$ cat src/rtl/stopwatch_lap.sv
// Multi-digit BCD stopwatch with run/stop, lap hold, clear and sticky overflow.
// Drives a time-multiplexed common-anode seven-segment display with registered pins.
module stopwatch_lap #(
  parameter int NUM_DIGITS  = 4,
  parameter int TICK_DIV    = 5_000_000,
  parameter int REFRESH_DIV = 50_000,
  parameter int MIXED_RADIX = 1
) (
  input  logic                    clock,
  input  logic                    reset,
  input  logic                    start,
  input  logic                    lap,
  input  logic                    clear,
  output logic                    a,
  output logic                    b,
  output logic                    c,
  output logic                    d,
  output logic                    e,
  output logic                    f,
  output logic                    g,
  output logic                    dp,
  output logic [NUM_DIGITS-1:0]   an,
  output logic [4*NUM_DIGITS-1:0] count_bcd,
  output logic                    running,
  output logic                    lap_active,
  output logic                    overflow
);

  localparam int PW = $clog2(TICK_DIV);
  localparam int RW = (REFRESH_DIV > 1) ? $clog2(REFRESH_DIV) : 1;
  localparam int IW = $clog2(NUM_DIGITS);
  localparam int CW = 4 * NUM_DIGITS;

  logic [PW-1:0]         prescaler;
  logic [RW-1:0]         refresh;
  logic [IW-1:0]         index;
  logic [CW-1:0]         lap_count;
  logic [CW-1:0]         next_count;
  logic [CW-1:0]         source;
  logic [NUM_DIGITS:0]   carry;
  logic                  tick;
  logic [3:0]            digit;
  logic [6:0]            seg_next;
  logic [NUM_DIGITS-1:0] an_next;

  assign tick     = running && (prescaler == PW'(TICK_DIV - 1));
  assign carry[0] = tick;

  // Ripple carry through the digits; the carry out of the top digit marks full-scale wrap.
  generate
    for (genvar gi = 0; gi < NUM_DIGITS; gi++) begin : g_digit
      localparam logic [3:0] DMAX = (MIXED_RADIX != 0 && (gi == 2 || gi == 4)) ? 4'd5 : 4'd9;
      logic at_max;
      assign at_max         = (count_bcd[4*gi +: 4] == DMAX);
      assign carry[gi+1]    = carry[gi] && at_max;
      assign next_count[4*gi +: 4] = !carry[gi] ? count_bcd[4*gi +: 4] :
                                     (at_max ? 4'd0 : count_bcd[4*gi +: 4] + 4'd1);
    end
  endgenerate

  assign source = lap_active ? lap_count : count_bcd;

  always_comb begin
    digit          = source[{index, 2'b00} +: 4];
    an_next        = '1;
    an_next[index] = 1'b0;
    case (digit)
      4'd0:    seg_next = 7'b0000001;
      4'd1:    seg_next = 7'b1001111;
      4'd2:    seg_next = 7'b0010010;
      4'd3:    seg_next = 7'b0000110;
      4'd4:    seg_next = 7'b1001100;
      4'd5:    seg_next = 7'b0100100;
      4'd6:    seg_next = 7'b0100000;
      4'd7:    seg_next = 7'b0001111;
      4'd8:    seg_next = 7'b0000000;
      4'd9:    seg_next = 7'b0000100;
      default: seg_next = 7'b1111111;
    endcase
  end

  always_ff @(posedge clock or posedge reset) begin
    if (reset) begin
      running    <= 1'b0;
      lap_active <= 1'b0;
      overflow   <= 1'b0;
      count_bcd  <= '0;
      lap_count  <= '0;
      prescaler  <= '0;
      refresh    <= '0;
      index      <= '0;
      an         <= '1;
      {a, b, c, d, e, f, g} <= 7'b1111111;
      dp         <= 1'b1;
    end else begin
      running <= running ^ start;

      if (!running && clear) begin
        count_bcd <= '0;
        prescaler <= '0;
        lap_count <= '0;
        overflow  <= 1'b0;
      end else begin
        count_bcd <= next_count;
        if (running) prescaler <= tick ? '0 : prescaler + PW'(1);
        if (carry[NUM_DIGITS]) overflow <= 1'b1;
      end

      if (running && lap) begin
        lap_count  <= count_bcd;
        lap_active <= 1'b1;
      end
      if (clear) lap_active <= 1'b0;

      if (refresh == RW'(REFRESH_DIV - 1)) begin
        refresh <= '0;
        index   <= (index == IW'(NUM_DIGITS - 1)) ? '0 : index + IW'(1);
      end else begin
        refresh <= refresh + RW'(1);
      end

      an                    <= an_next;
      {a, b, c, d, e, f, g} <= seg_next;
      dp                    <= (index != IW'(1));
    end
  end

endmodule

$ cat config.mk
export PLATFORM = sky130hd
export DESIGN_NAME = stopwatch_lap
export DESIGN_NICKNAME = d
export VERILOG_FILES = /design/src/rtl/stopwatch_lap.sv
export SDC_FILE = /design/constraint.sdc
export NUM_CORES = 1
export LEC_CHECK = 0
export BUFFER_PORTS_ARGS = -buffer_cell sky130_fd_sc_hd__buf_4
export CORE_MARGIN = 2
export CORE_UTILIZATION = 45
export DETAILED_ROUTE_END_ITERATION = 12
export MAX_ROUTING_LAYER = met4
export PLACE_DENSITY = 0.63
export SLEW_MARGIN = 25
export SYNTH_ARGS = -nofsm -noshare
export SYNTH_HDL_FRONTEND = slang
export SYNTH_SLANG_ARGS = --single-unit
$ cat constraint.sdc
create_clock -name clock -period 2.8 [get_ports clock]
set_input_delay 0 -clock clock [delete_from_list [all_inputs] [get_ports clock]]
set_output_delay 0 -clock clock [all_outputs]
set_load 0.005 [all_outputs]
# Word-level counts from Yosys, hierarchy flattened
# Memories as Yosys holds them, arrays and structs flattened. A register that Yosys moved wholly into a read port is not among the register bits.
# Cells that the tools add are included.
# classes
bitwise_logic,2
muxes,23
n_lt_le_gt_ge,2
n_shift,1
n_addsub,7
eq_ne,8
n_reduce_logical,17
# op_table
op,count
$mux 16,5
$mux 23,3
$mux 4,8
$add 23x1->23 const B,1
$eq 23x23->1 const B,1
$add 16x1->16 const B,1
$add 4x1->4 const B,4
$eq 16x16->1 const B,1
$reduce_bool 2->1,8
$shiftx 16x5->4,1
$eq 4x4->1 const B,3
$logic_and 1x1->1,8
$mux 1,5
$eq 4x3->1 const B,1
$not 4->4,1
$lt 2x3->1 const B,1
$add 2x1->2 const B,1
$demux 1 s2,1
$eq 2x2->1 const B,1
$ge 2x1->1 const B,1
$mux 2,1
$ne 2x1->1 const B,1
$logic_not 1->1,1
$xor 1x1->1,1
# word_totals
reg_bits,81
rom_bits,112
output_inout_bits,31
elab_cells,74
in_bits,5
mem_count,1
# mem_list
memory,words,word_bits,rd,rd_ports_with_merged_regs,write_ports,line,text
(name not given),16,7,1,1,0,67,case (digit)

# Longest topological paths before layout
# Gate-level depths: netlist of run 1.
# logic_depth
ltp_word,8
depth_mapped,8
ltp_nobuf,7

# Least setup slack after synthesis of run 1
# Ideal clock, no wire load.
# synth_timing
path_type,reg2reg
start,register index[1]
end,register f
arrival_ps,1962
setup_time_ps,103
t_required_ps,2697
path_slack_ps,735
n_path_buf,1
synth_period_minus_slack_ps,2065
stages_incl_launch_ff,8
path_cell_list,dfrtp_1 > buf_2 > mux4_2 > mux2i_1 > inv_1 > ha_1 > o21ai_0 > a21oi_1
# synth_between
elab_chain_cells,1
# synth_lines
item,line,text
"start, declared",36,logic [IW-1:0] index;
"start signal, assigned",117,index <= (index == IW'(NUM_DIGITS - 1)) ? '0 : index + IW'(1);
$shiftx 16x5->4,64,"digit = source[{index, 2'b00} +: 4];"
"end, declared",19,"output logic f,"
# Every way passes these cells.
# A chain may end at the register's enable or synchronous reset.

# Worst setup path after layout of run 1
# layout_timing
start,register lap_active
end,register d
# layout_between
elab_chain_cells,2
# layout_lines
item,line,text
"start, declared",25,"output logic lap_active,"
"start signal, assigned",85,lap_active <= 1'b0;
"start signal, assigned",111,lap_active <= 1'b1;
"start signal, assigned",113,if (clear) lap_active <= 1'b0;
$mux 16,61,assign source = lap_active ? lap_count : count_bcd;
$shiftx 16x5->4,64,
"end, declared",17,"output logic d,"
# Every way passes these cells.

==> results of run 1 <==
==> registers in the layout (all words and copies together), names as in the netlist <==
signal and flops:
prescaler 23, count_bcd 16, lap_count 16, refresh 16
an 4, index 2, a 1, b 1
c 1, d 1, e 1, f 1
g 1, lap_active 1, overflow 1, running 1
==> routing by layer <==
layer / routed length (um) / global-route usage [%] / vias to the layer above
met1: 4340 / 25.9 / 1549
met2: 3970 / 27.7 / 53
met5: 0 / - / -
met3: 340 / 4.41 / 15
li1: - / - / 1512
met4: 129 / 5.44 / 0
==> tightest hold or removal path, delay by kind of cell <==
kind,cells,cell delay (ps)
buffers and inverters,2,310
AND/OR/NAND/NOR,3,270
==> worst paths after layout <==
| path | startpoint | endpoint | slack (ps) | depth (start not counted) |
|---|---|---|---|---|
| hold reg to reg | refresh[0]$_DFF_PP0_ | refresh[0]$_DFF_PP0_ | 470 | 1 |
| max in group asynchronous | reset | an[3]$_DFF_PP1_ | 2110 | 4 |
| setup reg to reg | lap_active$_DFFE_PP0P_ | d$_DFF_PP1_ | 420 | 6 |
| setup / recovery | lap_active$_DFFE_PP0P_ | d$_DFF_PP1_ | 420 | 6 |
| min in group asynchronous | reset | refresh[11]$_DFF_PP0_ | 290 | 4 |
| hold / removal | lap | lap_active$_DFFE_PP0P_ | 260 | 5 |
==> placed cells by master (no fill, tap or decap), types with 2 or more instances in the layout <==
master / Yosys / layout
sky130_fd_sc_hd__buf_4: 1 / 41
sky130_fd_sc_hd__o22ai_1: 2 / 2
sky130_fd_sc_hd__dlygate4sd3_1: 0 / 3
sky130_fd_sc_hd__and2_1: 6 / 6
sky130_fd_sc_hd__and4_1: 6 / 6
sky130_fd_sc_hd__nand4_1: 9 / 9
sky130_fd_sc_hd__dfrtp_1: 76 / 76
sky130_fd_sc_hd__mux4_2: 8 / 8
sky130_fd_sc_hd__nor3_1: 2 / 2
sky130_fd_sc_hd__o21ai_0: 16 / 16
sky130_fd_sc_hd__a21oi_1: 18 / 18
sky130_fd_sc_hd__a22o_1: 18 / 18
sky130_fd_sc_hd__or4_1: 2 / 2
sky130_fd_sc_hd__inv_1: 18 / 17
sky130_fd_sc_hd__a31oi_1: 2 / 2
sky130_fd_sc_hd__dfstp_2: 11 / 11
sky130_fd_sc_hd__nor2b_1: 5 / 5
sky130_fd_sc_hd__a21o_2: 2 / 2
sky130_fd_sc_hd__nor2_1: 45 / 45
sky130_fd_sc_hd__xor2_1: 22 / 22
sky130_fd_sc_hd__xnor2_1: 11 / 11
sky130_fd_sc_hd__nand3_1: 23 / 23
sky130_fd_sc_hd__nor4b_1: 3 / 3
sky130_fd_sc_hd__ha_1: 20 / 20
sky130_fd_sc_hd__nand2_1: 24 / 24
sky130_fd_sc_hd__mux2_2: 2 / 2
sky130_fd_sc_hd__mux2i_1: 7 / 7
sky130_fd_sc_hd__clkbuf_8: 0 / 11
sky130_fd_sc_hd__nor4_1: 2 / 2
sky130_fd_sc_hd__or3_1: 8 / 8
sky130_fd_sc_hd__nand4_2: 2 / 2
==> per-stage QoR <==
stage          util (%)  std cells  hold slack (ps)  power, W  cell area, um^2
4_1_cts            54.3        580              247   0.00268             5060
3_3_place_gp       51.5        561              142   0.00169             4810
6_report           54.3        580              259   0.00264             5060
3_5_place_dp       51.5        561              148   0.00170             4810
2_1_floorplan         -        404             66.4   0.00159             4380
5_1_grt            54.3        580              277   0.00278             5060
==> cells by family (layout without fill, tap and decap cells) <==
family | Yosys count | after routing | share of synthesized area [%]
AOI/OAI and AO/OA | 62 | 62 | 9.20
and+or+nand+nor | 152 | 152 | 19.2
xor gates and xnor gates | 33 | 33 | 6.60
DFF | 87 | 87 | 50.0
muxes | 17 | 17 | 6.23
adders and majority gates | 20 | 20 | 5.72
buffers and inverters | 33 | 80 | 3.03
==> where the power goes <==
group          internal, W  switching, W  total, W
logic             0.000121      0.000186  0.000307
registers          0.00130     0.0000714   0.00137
clock network     0.000519      0.000451  0.000970
==> layout make-up <==
class	count	area, um^2
repair buffers	45	358
clock buffers	13	180
flip-flops and latches	87	2190
multi-input cells	284	2050
clock inverters	3	46.3
well taps	129	161
fillers	811	4260
inverters	19	72.6
==> flow_summary.html, run 1 <==
<table>
<tr><th>Metric</th><th>Value</th></tr>
<tr><th colspan="2">Status</th></tr>
<tr><td>Run status</td><td>finished, final reports clean</td></tr>
<tr><th colspan="2">GRT</th></tr>
<tr><td>Vias in the first global route</td><td>2989</td></tr>
<tr><td>Overflow left after global routing</td><td>0</td></tr>
<tr><td>Initial antenna violation count</td><td>0</td></tr>
<tr><td>Maximum number of pins on one net before global-route repair</td><td>88</td></tr>
<tr><td>GRT Util Overall</td><td>18.7%</td></tr>
<tr><td>Global-route wire length before repair</td><td>14.8 mm</td></tr>
<tr><th colspan="2">Timing</th></tr>
<tr><td>Post-route minimum period</td><td>2380 ps</td></tr>
<tr><td>Top achievable clock speed</td><td>0.420 GHz</td></tr>
<tr><td>Final worst-path setup slack</td><td>421 ps</td></tr>
<tr><td>Hold violation total from the final report</td><td>0</td></tr>
<tr><td>Transition time at the pin with the least slew margin</td><td>760 ps</td></tr>
<tr><td>Number of pins with negative max-slew slack in the final report</td><td>0</td></tr>
<tr><td>Largest clock skew in the final design</td><td>17.2 ps</td></tr>
<tr><td>Worst rel slew slack</td><td>47.9%</td></tr>
<tr><td>Post-route fraction of the period consumed by the critical path</td><td>85.0%</td></tr>
<tr><td>Final setup TNS</td><td>0 ps</td></tr>
<tr><td>Unrepaired setup endpoints after global routing</td><td>no</td></tr>
<tr><td>Total of endpoints with negative setup slack in the final report</td><td>0</td></tr>
<tr><th colspan="2">Pwr</th></tr>
<tr><td>PD cells</td><td>522 mW/mm^2</td></tr>
<tr><td>VDD IR max</td><td>357 uV</td></tr>
<tr><td>Leakage</td><td>2.32 nW</td></tr>
<tr><th colspan="2">Layout</th></tr>
<tr><td>Total number of nets in the final design</td><td>471</td></tr>
<tr><td>Area grow syn2layout</td><td>15.7%</td></tr>
<tr><td>Layout cells sized above 1</td><td>20.0%</td></tr>
<tr><td>Count of inserted antenna diode cells</td><td>0</td></tr>
<tr><th colspan="2">Route</th></tr>
<tr><td>Total wirelength of the detailed-routed design</td><td>8.77 mm</td></tr>
<tr><td>Via density</td><td>5.39</td></tr>
<tr><td>Vias post-DR</td><td>3129</td></tr>
<tr><td>Wire per inst</td><td>15.1 um</td></tr>
<tr><td>Initial DRT Pass Iterations</td><td>4</td></tr>
<tr><td>DRC Markers</td><td>0</td></tr>
<tr><td>Detailed Route Iter0 Violations</td><td>187</td></tr>
<tr><td>ANT nets after route</td><td>0</td></tr>
<tr><th colspan="2">Logic synthesis</th></tr>
<tr><td>Count of unique library cells instantiated by Yosys</td><td>52</td></tr>
<tr><td>Syn Nets</td><td>429</td></tr>
<tr><td>Post-Syn Instances</td><td>404</td></tr>
<tr><td>Yosys top cell by area</td><td>sky130_fd_sc_hd__dfrtp_1</td></tr>
<tr><td>Part of the Yosys area used for sequential elements</td><td>50.0%</td></tr>
<tr><td>Most numerous cell types in the synthesized netlist</td><td>sky130_fd_sc_hd__dfrtp_1 (76), sky130_fd_sc_hd__nor2_1 (45), sky130_fd_sc_hd__nand2_1 (24)</td></tr>
<tr><td>Number of synthesized register bits</td><td>87</td></tr>
<tr><td>Flip-flop cell with the highest count after synthesis</td><td>sky130_fd_sc_hd__dfrtp_1</td></tr>
<tr><td>Syn_area_per_cell</td><td>10.8 um^2</td></tr>
<tr><td>Cell types with the largest area share after synthesis</td><td>sky130_fd_sc_hd__dfrtp_1 (43%), sky130_fd_sc_hd__dfstp_2 (6.6%), sky130_fd_sc_hd__ha_1 (5.7%)</td></tr>
<tr><td>Total of warnings raised by yosys</td><td>0</td></tr>
<tr><td>Post-synth top area share</td><td>43.4%</td></tr>
<tr><td>Cell area after technology mapping</td><td>0.00438 mm^2</td></tr>
<tr><td>Cell with the most instances after synthesis</td><td>sky130_fd_sc_hd__dfrtp_1</td></tr>
<tr><td>Share of synthesized registers carrying an async set or reset</td><td>100%</td></tr>
<tr><td>EDFF count, synth</td><td>0</td></tr>
<tr><th colspan="2">CTS</th></tr>
<tr><td>Clock-pin slew on the worst setup and hold paths</td><td>90 ps</td></tr>
<tr><td>Hold-fix buffer count after cts</td><td>3</td></tr>
<tr><td>CTS tree</td><td>built</td></tr>
<tr><td>Worst-case clock buffer depth</td><td>2</td></tr>
<tr><td>Number of buffers inserted during clock tree synthesis</td><td>9</td></tr>
<tr><td>TritonCTS Sinks</td><td>87</td></tr>
<tr><td>Number of buffers added for setup after CTS</td><td>0</td></tr>
<tr><td>Count of instances resized after the clock tree is built</td><td>0</td></tr>
<tr><td>Worst skew pair latency</td><td>360 ps</td></tr>
<tr><td>Master cell of the clock root buffer</td><td>sky130_fd_sc_hd__clkbuf_8</td></tr>
<tr><td>H-Tree Level Count</td><td>3</td></tr>
<tr><th colspan="2">Floorplan</th></tr>
<tr><td>Effective utilization at floorplan</td><td>46.9%</td></tr>
<tr><td>Horiz. Die Dim</td><td>103 um</td></tr>
<tr><td>Row count</td><td>35</td></tr>
<tr><td>Area of the core</td><td>0.00933 mm^2</td></tr>
<tr><td>Height of the die</td><td>103 um</td></tr>
<tr><td>Top-level I/O count</td><td>36</td></tr>
<tr><td>Die Area</td><td>0.0105 mm^2</td></tr>
<tr><th colspan="2">Setup path</th></tr>
<tr><td>Highest-delay cell along the critical path</td><td>sky130_fd_sc_hd__dfrtp_1</td></tr>
<tr><td>Critical path arrival</td><td>2630 ps</td></tr>
<tr><td>Chain of cells forming the critical path</td><td>mux4_2 -&gt; mux2i_1 -&gt; inv_1 -&gt; ha_1 -&gt; o21ai_0 -&gt; a21oi_1</td></tr>
<tr><td>Worst setup EP type</td><td>flip-flop</td></tr>
<tr><td>Startpoint types</td><td>flip-flop</td></tr>
<tr><td>Largest driver fanout on the critical path</td><td>10</td></tr>
<tr><td>Count of buffering cells on the critical path with inverters included</td><td>1</td></tr>
<tr><td>Maximum single-stage delay on the critical path</td><td>650 ps</td></tr>
<tr><td>Type of the setup path with the least slack</td><td>reg2reg</td></tr>
<tr><td>Family with the most delay on the worst path</td><td>multiplexers</td></tr>
<tr><td>Required time at the worst-slack endpoint</td><td>3060 ps</td></tr>
<tr><th colspan="2">Place</th></tr>
<tr><td>Routability cong.</td><td>0.825</td></tr>
<tr><td>HPWL after detailed placement</td><td>5.95 mm</td></tr>
<tr><td>Worst setup slack before clock tree synthesis</td><td>425 ps</td></tr>
<tr><td>Count of input and output buffers</td><td>35</td></tr>
<tr><th colspan="2">Run</th></tr>
<tr><td>Max cap viols</td><td>0</td></tr>
<tr><th colspan="2">Hold path</th></tr>
<tr><td>Hold/Removal Path Class</td><td>in2reg</td></tr>
</table>
Power figures use the tool's default switching activity.
==> run 2: changes to the inputs <==
==> constraint.sdc (replaced) <==
create_clock -name clock -period 2.3 [get_ports clock]
set_input_delay 0 -clock clock [delete_from_list [all_inputs] [get_ports clock]]
set_output_delay 0 -clock clock [all_outputs]
set_load 0.005 [all_outputs]
==> run 2 against run 1 <==
Register-to-register slack got worse by 270 ps; clock skew decreased by 9.2 ps; utilization increased by 0.78 points; count of clock-buffer cells in the layout decreased by 3; first-iteration DRC count decreased by 14%; critical path type unchanged; critical endpoint is now e$_DFF_PP1_; largest cell class unchanged; highest routed layer unchanged.
==> flow_summary.html, run 2 (synthesized netlist as in run 1, its figures left out) <==
<table>
<tr><th>Metric</th><th>Value</th></tr>
<tr><th colspan="2">Pwr</th></tr>
<tr><td>Leakage</td><td>2.37 nW (+2.1%)</td></tr>
<tr><td>VDD IR max</td><td>459 uV (+28%)</td></tr>
<tr><td>Part of the total power dissipated in the clock network</td><td>33.4% (-3.3 points)</td></tr>
<tr><td>Power share of the sequential group</td><td>53.0% (+1.3 points)</td></tr>
<tr><td>Net switching power figure</td><td>0.000878 W (+24%)</td></tr>
<tr><td>Combinational Power Share</td><td>13.6% (+2.0 points)</td></tr>
<tr><td>Net switching fraction of the power</td><td>28.6% (+1.8 points)</td></tr>
<tr><td>PD cells</td><td>598 mW/mm^2 (+15%)</td></tr>
<tr><td>Power Internal</td><td>0.00219 W (+13%)</td></tr>
<tr><th colspan="2">CTS</th></tr>
<tr><td>H-Tree Level Count</td><td>3 (unchanged)</td></tr>
<tr><td>Number of buffers inserted during clock tree synthesis</td><td>9 (unchanged)</td></tr>
<tr><td>Worst-case clock buffer depth</td><td>2 (unchanged)</td></tr>
<tr><td>Clock-pin slew on the worst setup and hold paths</td><td>90 ps (about the same)</td></tr>
<tr><td>Master cell of the clock root buffer</td><td>sky130_fd_sc_hd__clkbuf_8</td></tr>
<tr><td>TritonCTS Sinks</td><td>87 (unchanged)</td></tr>
<tr><td>CTS tree</td><td>built</td></tr>
<tr><td>Worst skew pair latency</td><td>360 ps (about the same)</td></tr>
<tr><th colspan="2">GRT</th></tr>
<tr><td>Global-route wire length before repair</td><td>15.2 mm (+2.3%)</td></tr>
<tr><td>Maximum number of pins on one net before global-route repair</td><td>88 (unchanged)</td></tr>
<tr><td>Initial antenna violation count</td><td>0 (unchanged)</td></tr>
<tr><td>GRT Util Overall</td><td>19.1% (+0.41 points)</td></tr>
<tr><td>Vias in the first global route</td><td>3014 (+0.84%)</td></tr>
<tr><td>Overflow left after global routing</td><td>0 (unchanged)</td></tr>
<tr><th colspan="2">Floorplan</th></tr>
<tr><td>Top-level I/O count</td><td>36 (unchanged)</td></tr>
<tr><td>Horiz. Die Dim</td><td>103 um (unchanged)</td></tr>
<tr><td>Height of the die</td><td>103 um (unchanged)</td></tr>
<tr><td>Area of the core</td><td>0.00933 mm^2 (unchanged)</td></tr>
<tr><td>Row count</td><td>35 (unchanged)</td></tr>
<tr><td>Effective utilization at floorplan</td><td>46.9% (unchanged)</td></tr>
<tr><td>Die Area</td><td>0.0105 mm^2 (unchanged)</td></tr>
<tr><th colspan="2">Route</th></tr>
<tr><td>DRC Markers</td><td>0 (unchanged)</td></tr>
<tr><td>Detailed Route Iter0 Violations</td><td>160 (-14%)</td></tr>
<tr><td>Total wirelength of the detailed-routed design</td><td>8.90 mm (+1.4%)</td></tr>
<tr><td>Wire per inst</td><td>15.0 um (-0.66%)</td></tr>
<tr><td>Via density</td><td>5.35 (-0.84%)</td></tr>
<tr><td>Initial DRT Pass Iterations</td><td>4 (unchanged)</td></tr>
<tr><td>ANT nets after route</td><td>0 (unchanged)</td></tr>
<tr><td>Vias post-DR</td><td>3167 (+1.2%)</td></tr>
<tr><th colspan="2">Timing</th></tr>
<tr><td>Worst rel slew slack</td><td>53.9% (+6.0 points)</td></tr>
<tr><td>Largest clock skew in the final design</td><td>7.97 ps (-9.21 ps)</td></tr>
<tr><td>Unrepaired setup endpoints after global routing</td><td>no</td></tr>
<tr><td>Post-route fraction of the period consumed by the critical path</td><td>93.5% (+8.5 points)</td></tr>
<tr><td>Transition time at the pin with the least slew margin</td><td>686 ps (-74.0 ps)</td></tr>
<tr><td>Min Hold Slack</td><td>254 ps (-5.07 ps)</td></tr>
<tr><td>Number of pins with negative max-slew slack in the final report</td><td>0 (unchanged)</td></tr>
<tr><td>Top achievable clock speed</td><td>0.465 GHz (+11%)</td></tr>
<tr><td>Total of endpoints with negative setup slack in the final report</td><td>0 (unchanged)</td></tr>
<tr><td>Hold violation total from the final report</td><td>0 (unchanged)</td></tr>
<tr><td>Post-route minimum period</td><td>2150 ps (-229 ps)</td></tr>
<tr><th colspan="2">Layout</th></tr>
<tr><td>Largest reg by FF count</td><td>prescaler</td></tr>
<tr><td>Area grow syn2layout</td><td>17.3%</td></tr>
<tr><td>Most frequent cells in the layout</td><td>sky130_fd_sc_hd__dfrtp_1 (75), sky130_fd_sc_hd__buf_4 (53), sky130_fd_sc_hd__nor2_1 (44)</td></tr>
<tr><td>Count of fill cells added during filler insertion</td><td>834 (+2.8%)</td></tr>
<tr><td>Commonest non-fill, non-tap cell in the layout</td><td>sky130_fd_sc_hd__dfrtp_1</td></tr>
<tr><td>Count of inserted antenna diode cells</td><td>0 (unchanged)</td></tr>
<tr><td>Total number of nets in the final design</td><td>483 (+2.5%)</td></tr>
<tr><td>Number of flip-flops in the largest register</td><td>23 (unchanged)</td></tr>
<tr><td>Util after Layout</td><td>55.1% (+0.78 points)</td></tr>
<tr><td>Layout cells sized above 1</td><td>23.3% (+3.4 points)</td></tr>
<tr><th colspan="2">Setup path</th></tr>
<tr><td>Type of the setup path with the least slack</td><td>reg2reg</td></tr>
<tr><td>Logic depth of the worst setup path including buffers</td><td>7 (+1)</td></tr>
<tr><td>Family with the most delay on the worst path</td><td>multiplexers</td></tr>
<tr><td>Chain of cells forming the critical path</td><td>mux4_2 -&gt; mux2i_2 -&gt; inv_1 -&gt; ha_1 -&gt; nand3_1 -&gt; o21ai_0 -&gt; a31oi_1</td></tr>
<tr><td>R2R depth</td><td>7 (+1)</td></tr>
<tr><td>Maximum single-stage delay on the critical path</td><td>560 ps (-90 ps)</td></tr>
<tr><td>Count of buffering cells on the critical path with inverters included</td><td>1 (unchanged)</td></tr>
<tr><td>Worst setup EP type</td><td>flip-flop</td></tr>
<tr><td>Startpoint types</td><td>flip-flop</td></tr>
<tr><td>Required time at the worst-slack endpoint</td><td>2590 ps (-470 ps)</td></tr>
<tr><td>Largest driver fanout on the critical path</td><td>5 (-5)</td></tr>
<tr><td>Critical path arrival</td><td>2440 ps (-190 ps)</td></tr>
<tr><td>Highest-delay cell along the critical path</td><td>sky130_fd_sc_hd__mux4_2</td></tr>
<tr><th colspan="2">Hold path</th></tr>
<tr><td>Hold/Removal Path Class</td><td>in2reg</td></tr>
<tr><td>Hold Path Cell Cnt</td><td>4 (-1)</td></tr>
<tr><th colspan="2">Place</th></tr>
<tr><td>Routability cong.</td><td>0.805 (-2.4%)</td></tr>
<tr><td>Count of input and output buffers</td><td>35 (unchanged)</td></tr>
<tr><td>HPWL after detailed placement</td><td>6.02 mm (+1.1%)</td></tr>
<tr><th colspan="2">Status</th></tr>
<tr><td>Run status</td><td>finished, final reports clean</td></tr>
<tr><th colspan="2">Run</th></tr>
<tr><td>Max cap viols</td><td>0 (unchanged)</td></tr>
</table>
-- run 2: power by group through the flow --
stage / Sequential [W] / Combinational (W) / Clock (W)
2_1_floorplan: 0.00165 / 0.000286 / 0
3_3_place_gp: 0.00166 / 0.000408 / 0
3_5_place_dp: 0.00166 / 0.000413 / 0
4_1_cts: 0.00163 / 0.000420 / 0.00107
5_1_grt: 0.00164 / 0.000464 / 0.00113
6_report: 0.00163 / 0.000418 / 0.00103
-- run 2: cell type report --
class                      instances  area, um^2  area share, %
clock inverter                     6        41.3          0.804
multi-input combinational        284        2070           40.3
sequential                        87        2190           42.7
timing repair buffer              57         448           8.72
tap                              129         161           3.14
inverter                          19        72.6           1.41
clock buffer                      10         149           2.90
-- run 2: worst reg2reg max path, delay by kind of cell (launching register included) --
family	cells	cell delay, ps
compound gates	2	290
fa+ha+maj	1	220
simple gates	1	80
flops	1	500
mux	2	840
buf+inv	1	160
-- run 2: path summary, 6_finish.rpt --
check                      slack [ps]                  endpoint                    from
setup / recovery                  150               e$_DFF_PP1_  lap_active$_DFFE_PP0P_
max in group asynchronous        1640     refresh[14]$_DFF_PP0_                   reset
min in group asynchronous         280     refresh[13]$_DFF_PP0_                   reset
setup reg to reg                  150               e$_DFF_PP1_  lap_active$_DFFE_PP0P_
hold / removal                    250  lap_count[4]$_DFFE_PP0P_                     lap
hold reg to reg                   480      refresh[0]$_DFF_PP0_    refresh[0]$_DFF_PP0_
-- run 2: what timing repair did --
action / 4_1_cts / 5_1_grt
setup endpoints to repair: 1 / 8
pin swaps: 0 / 1
resized for setup: 1 / 3
hold buffers: 3 / 0
hold endpoints to repair: 78 / 0
setup buffers: 0 / 0
-- run 2: metrics by stage --
| stage | worst slack, ps | setup TNS (ps) | total power, W | instances | instance area [um^2] |
|---|---|---|---|---|---|
| floorplan | 68.0 | 0 | 0.00193 | 404 | 4380 |
| global placement | 116 | 0 | 0.00207 | 573 | 4900 |
| detailed placement | -16.4 | -16.4 | 0.00207 | 573 | 4900 |
| CTS | 76.2 | 0 | 0.00312 | 592 | 5120 |
| global route | 9.68 | 0 | 0.00324 | 592 | 5140 |
| finish | 150 | 0 | 0.00307 | 592 | 5140 |
-- run 2: layer usage --
metal / GRT usage, % / part of all wire (%)
met1: 27.8 / 48
met2: 27.2 / 46
met3: 3.73 / 4.5
met4: 5.74 / 1.6
met5: - / 0
==> run 3: changes to the inputs <==
--- a/config.mk
+++ b/config.mk
@@ -10,7 +10,7 @@
 export CORE_UTILIZATION = 45
 export DETAILED_ROUTE_END_ITERATION = 12
 export MAX_ROUTING_LAYER = met4
-export PLACE_DENSITY = 0.63
+export PLACE_DENSITY = 0.65
 export SLEW_MARGIN = 25
 export SYNTH_ARGS = -nofsm -noshare
 export SYNTH_HDL_FRONTEND = slang
==> run 3 against run 2 <==
Die area unchanged; utilization up 0.58 points; combinational power up 1%; critical endpoint is now count_bcd[14]$_DFFE_PP0P_; fmax up 1.2%; highest routed layer unchanged; largest power group unchanged; non-clock buffer count up 6; largest cell class unchanged; first-iteration DRC count up 19%; register-to-register slack better by 30 ps; clock power up 7%; global-route usage down 0.43 points.
==> flow_summary.html, run 3 (synthesized netlist as in run 1, its figures left out) <==
<table>
<tr><th>Metric</th><th>Value</th></tr>
<tr><th colspan="2">Status</th></tr>
<tr><td>Run status</td><td>finished, final reports clean</td></tr>
<tr><th colspan="2">Pwr</th></tr>
<tr><td>Net switching power figure</td><td>0.000886 W (+0.88%)</td></tr>
<tr><td>Leakage</td><td>2.41 nW (+1.4%)</td></tr>
<tr><td>Part of the total power dissipated in the clock network</td><td>35.0% (+1.6 points)</td></tr>
<tr><td>VDD IR max</td><td>372 uV (-19%)</td></tr>
<tr><td>PD cells</td><td>609 mW/mm^2 (+1.8%)</td></tr>
<tr><td>Total Power Consumption</td><td>0.00316 W (+2.8%)</td></tr>
<tr><td>Net switching fraction of the power</td><td>28.0% (-0.55 points)</td></tr>
<tr><td>Combinational Power Share</td><td>13.4% (-0.2 points)</td></tr>
<tr><td>Power Internal</td><td>0.00227 W (+3.6%)</td></tr>
<tr><td>Power share of the sequential group</td><td>51.7% (-1.3 points)</td></tr>
<tr><th colspan="2">Setup path</th></tr>
<tr><td>Required time at the worst-slack endpoint</td><td>2590 ps (about the same)</td></tr>
<tr><td>Startpoint types</td><td>flip-flop</td></tr>
<tr><td>Chain of cells forming the critical path</td><td>inv_1 -&gt; ha_1 -&gt; nand2_1 -&gt; nor2_1 -&gt; nand4_2 -&gt; or4_1 -&gt; a21oi_1</td></tr>
<tr><td>Largest driver fanout on the critical path</td><td>8 (+3)</td></tr>
<tr><td>Critical path arrival</td><td>2410 ps (-30 ps)</td></tr>
<tr><td>Maximum single-stage delay on the critical path</td><td>520 ps (-40 ps)</td></tr>
<tr><td>Highest-delay cell along the critical path</td><td>sky130_fd_sc_hd__or4_1</td></tr>
<tr><td>Type of the setup path with the least slack</td><td>reg2reg</td></tr>
<tr><td>Worst setup EP type</td><td>flip-flop</td></tr>
<tr><th colspan="2">Timing</th></tr>
<tr><td>Min Hold Slack</td><td>272 ps (+18.1 ps)</td></tr>
<tr><td>Hold violation total from the final report</td><td>0 (unchanged)</td></tr>
<tr><td>Total of endpoints with negative setup slack in the final report</td><td>0 (unchanged)</td></tr>
<tr><td>Final setup TNS</td><td>0 ps (unchanged)</td></tr>
<tr><td>Unrepaired setup endpoints after global routing</td><td>no</td></tr>
<tr><td>Final worst-path setup slack</td><td>175 ps (+25.6 ps)</td></tr>
<tr><td>Post-route fraction of the period consumed by the critical path</td><td>92.4% (-1.1 points)</td></tr>
<tr><td>Number of pins with negative max-slew slack in the final report</td><td>0 (unchanged)</td></tr>
<tr><td>Worst rel slew slack</td><td>53.0% (-0.89 points)</td></tr>
<tr><td>Post-route minimum period</td><td>2120 ps (-25.6 ps)</td></tr>
<tr><td>Top achievable clock speed</td><td>0.471 GHz (+1.2%)</td></tr>
<tr><td>Transition time at the pin with the least slew margin</td><td>705 ps (+18.7 ps)</td></tr>
<tr><td>Largest clock skew in the final design</td><td>11.8 ps (+3.87 ps)</td></tr>
<tr><th colspan="2">Hold path</th></tr>
<tr><td>Hold/Removal Path Class</td><td>in2reg</td></tr>
<tr><th colspan="2">Route</th></tr>
<tr><td>DRC Markers</td><td>0 (unchanged)</td></tr>
<tr><td>Total wirelength of the detailed-routed design</td><td>8.99 mm (+1.1%)</td></tr>
<tr><td>Wire per inst</td><td>15.0 um (about the same)</td></tr>
<tr><td>Initial DRT Pass Iterations</td><td>4 (unchanged)</td></tr>
<tr><td>ANT nets after route</td><td>0 (unchanged)</td></tr>
<tr><td>Detailed Route Iter0 Violations</td><td>190 (+19%)</td></tr>
<tr><td>Vias post-DR</td><td>3239 (+2.3%)</td></tr>
<tr><td>Via density</td><td>5.42 (+1.2%)</td></tr>
<tr><th colspan="2">Place</th></tr>
<tr><td>HPWL after detailed placement</td><td>6.42 mm (+6.7%)</td></tr>
<tr><td>Count of input and output buffers</td><td>35 (unchanged)</td></tr>
<tr><td>Routability cong.</td><td>0.824 (+2.3%)</td></tr>
<tr><td>Worst setup slack before clock tree synthesis</td><td>60.7 ps (+77.1 ps)</td></tr>
<tr><th colspan="2">GRT</th></tr>
<tr><td>Initial antenna violation count</td><td>0 (unchanged)</td></tr>
<tr><td>Overflow left after global routing</td><td>0 (unchanged)</td></tr>
<tr><td>Vias in the first global route</td><td>3008 (-0.20%)</td></tr>
<tr><td>GRT Util Overall</td><td>18.7% (-0.43 points)</td></tr>
<tr><td>Global-route wire length before repair</td><td>14.9 mm (-2.1%)</td></tr>
<tr><td>Maximum number of pins on one net before global-route repair</td><td>43 (-51%)</td></tr>
<tr><th colspan="2">Floorplan</th></tr>
<tr><td>Die Area</td><td>0.0105 mm^2 (unchanged)</td></tr>
<tr><td>Top-level I/O count</td><td>36 (unchanged)</td></tr>
<tr><td>Horiz. Die Dim</td><td>103 um (unchanged)</td></tr>
<tr><td>Row count</td><td>35 (unchanged)</td></tr>
<tr><td>Height of the die</td><td>103 um (unchanged)</td></tr>
<tr><td>Effective utilization at floorplan</td><td>46.9% (unchanged)</td></tr>
<tr><td>Area of the core</td><td>0.00933 mm^2 (unchanged)</td></tr>
<tr><th colspan="2">Layout</th></tr>
<tr><td>Commonest non-fill, non-tap cell in the layout</td><td>sky130_fd_sc_hd__dfrtp_1</td></tr>
<tr><td>Area grow syn2layout</td><td>18.5%</td></tr>
<tr><td>Count of fill cells added during filler insertion</td><td>829 (-0.60%)</td></tr>
<tr><td>Largest reg by FF count</td><td>prescaler</td></tr>
<tr><td>Most frequent cells in the layout</td><td>sky130_fd_sc_hd__dfrtp_1 (76), sky130_fd_sc_hd__buf_4 (60), sky130_fd_sc_hd__nor2_1 (44)</td></tr>
<tr><td>Sequential cell area</td><td>0.00219 mm^2 (about the same)</td></tr>
<tr><td>Number of flip-flops in the largest register</td><td>23 (unchanged)</td></tr>
<tr><td>Total number of nets in the final design</td><td>489 (+1.2%)</td></tr>
<tr><td>Count of inserted antenna diode cells</td><td>0 (unchanged)</td></tr>
<tr><td>Layout cells sized above 1</td><td>24.3% (+0.98 points)</td></tr>
<tr><td>Multi-input logic area</td><td>0.00208 mm^2 (+0.30%)</td></tr>
<tr><th colspan="2">CTS</th></tr>
<tr><td>Worst-case clock buffer depth</td><td>2 (unchanged)</td></tr>
<tr><td>CTS tree</td><td>built</td></tr>
<tr><td>Number of buffers inserted during clock tree synthesis</td><td>9 (unchanged)</td></tr>
<tr><td>TritonCTS Sinks</td><td>87 (unchanged)</td></tr>
<tr><td>Clock-pin slew on the worst setup and hold paths</td><td>90 ps (about the same)</td></tr>
<tr><td>Master cell of the clock root buffer</td><td>sky130_fd_sc_hd__clkbuf_8</td></tr>
<tr><td>H-Tree Level Count</td><td>3 (unchanged)</td></tr>
<tr><td>Number of buffers added for setup after CTS</td><td>0 (unchanged)</td></tr>
<tr><td>Worst skew pair latency</td><td>350 ps (about the same)</td></tr>
<tr><th colspan="2">Run</th></tr>
<tr><td>Max cap viols</td><td>0 (unchanged)</td></tr>
</table>
==> run 3: critical path, delay by kind of cell, from the launching register on <==
family          cells  cell delay (ps)
simple gates        4             1210
fa+ha+maj           1              140
flops               1              470
buf+inv             1              100
compound gates      1              150
==> run 3: power groups by stage <==
stage	clock [W]	combinational, W	sequential (W)
floorplan	0	0.000286	0.00165
global placement	0	0.000411	0.00166
detailed placement	0	0.000417	0.00166
CTS	0.00113	0.000423	0.00163
global route	0.00120	0.000472	0.00164
finish	0.00110	0.000423	0.00163
==> run 3: what timing repair did <==
| action | 4_1_cts | 5_1_grt |
|---|---|---|
| resized for setup | 0 | 4 |
| endpoints found under the hold margin | 40 | 0 |
| hold buffers | 3 | 0 |
| endpoints found under the setup margin | 0 | 8 |
==> run 3: worst paths after layout <==
check / start / endpoint / slack (ps) / depth (start not counted)
min reg2reg: refresh[0]$_DFF_PP0_ / refresh[0]$_DFF_PP0_ / 460 / 1
max in group asynchronous: reset / an[2]$_DFF_PP1_ / 1260 / 4
min in group asynchronous: reset / refresh[13]$_DFF_PP0_ / 290 / 3
max reg2reg: count_bcd[1]$_DFFE_PP0P_ / count_bcd[14]$_DFFE_PP0P_ / 180 / 7
max: count_bcd[1]$_DFFE_PP0P_ / count_bcd[14]$_DFFE_PP0P_ / 180 / 7
min: lap / lap_count[7]$_DFFE_PP0P_ / 270 / 4
==> run 3: through the flow <==
step	utilization, %	cell area, um^2	std cells
after floorplan	-	4380	404
after global placement	52.9	4930	579
after detailed placement	52.9	4930	579
after CTS	55.4	5170	598
after global routing	55.6	5190	598
final	55.6	5190	598
==> run 3: metal layers <==
metal / global-route usage (%) / routed length, um / vias up
li1: - / - / 1548
met5: - / 0 / -
met2: 27.5 / 4110 / 73
met1: 27.0 / 4410 / 1605
met3: 2.78 / 356 / 13
met4: 5.54 / 106 / 0
==> run 3: cell type report <==
| cell class | count | area share, % |
|---|---|---|
| inverter | 19 | 1.40 |
| clock buffer | 10 | 2.65 |
| multi-input combinational | 284 | 40.0 |
| tap | 129 | 3.11 |
| sequential | 87 | 42.2 |
| clock inverter | 6 | 1.33 |
| timing repair buffer | 63 | 9.26 |
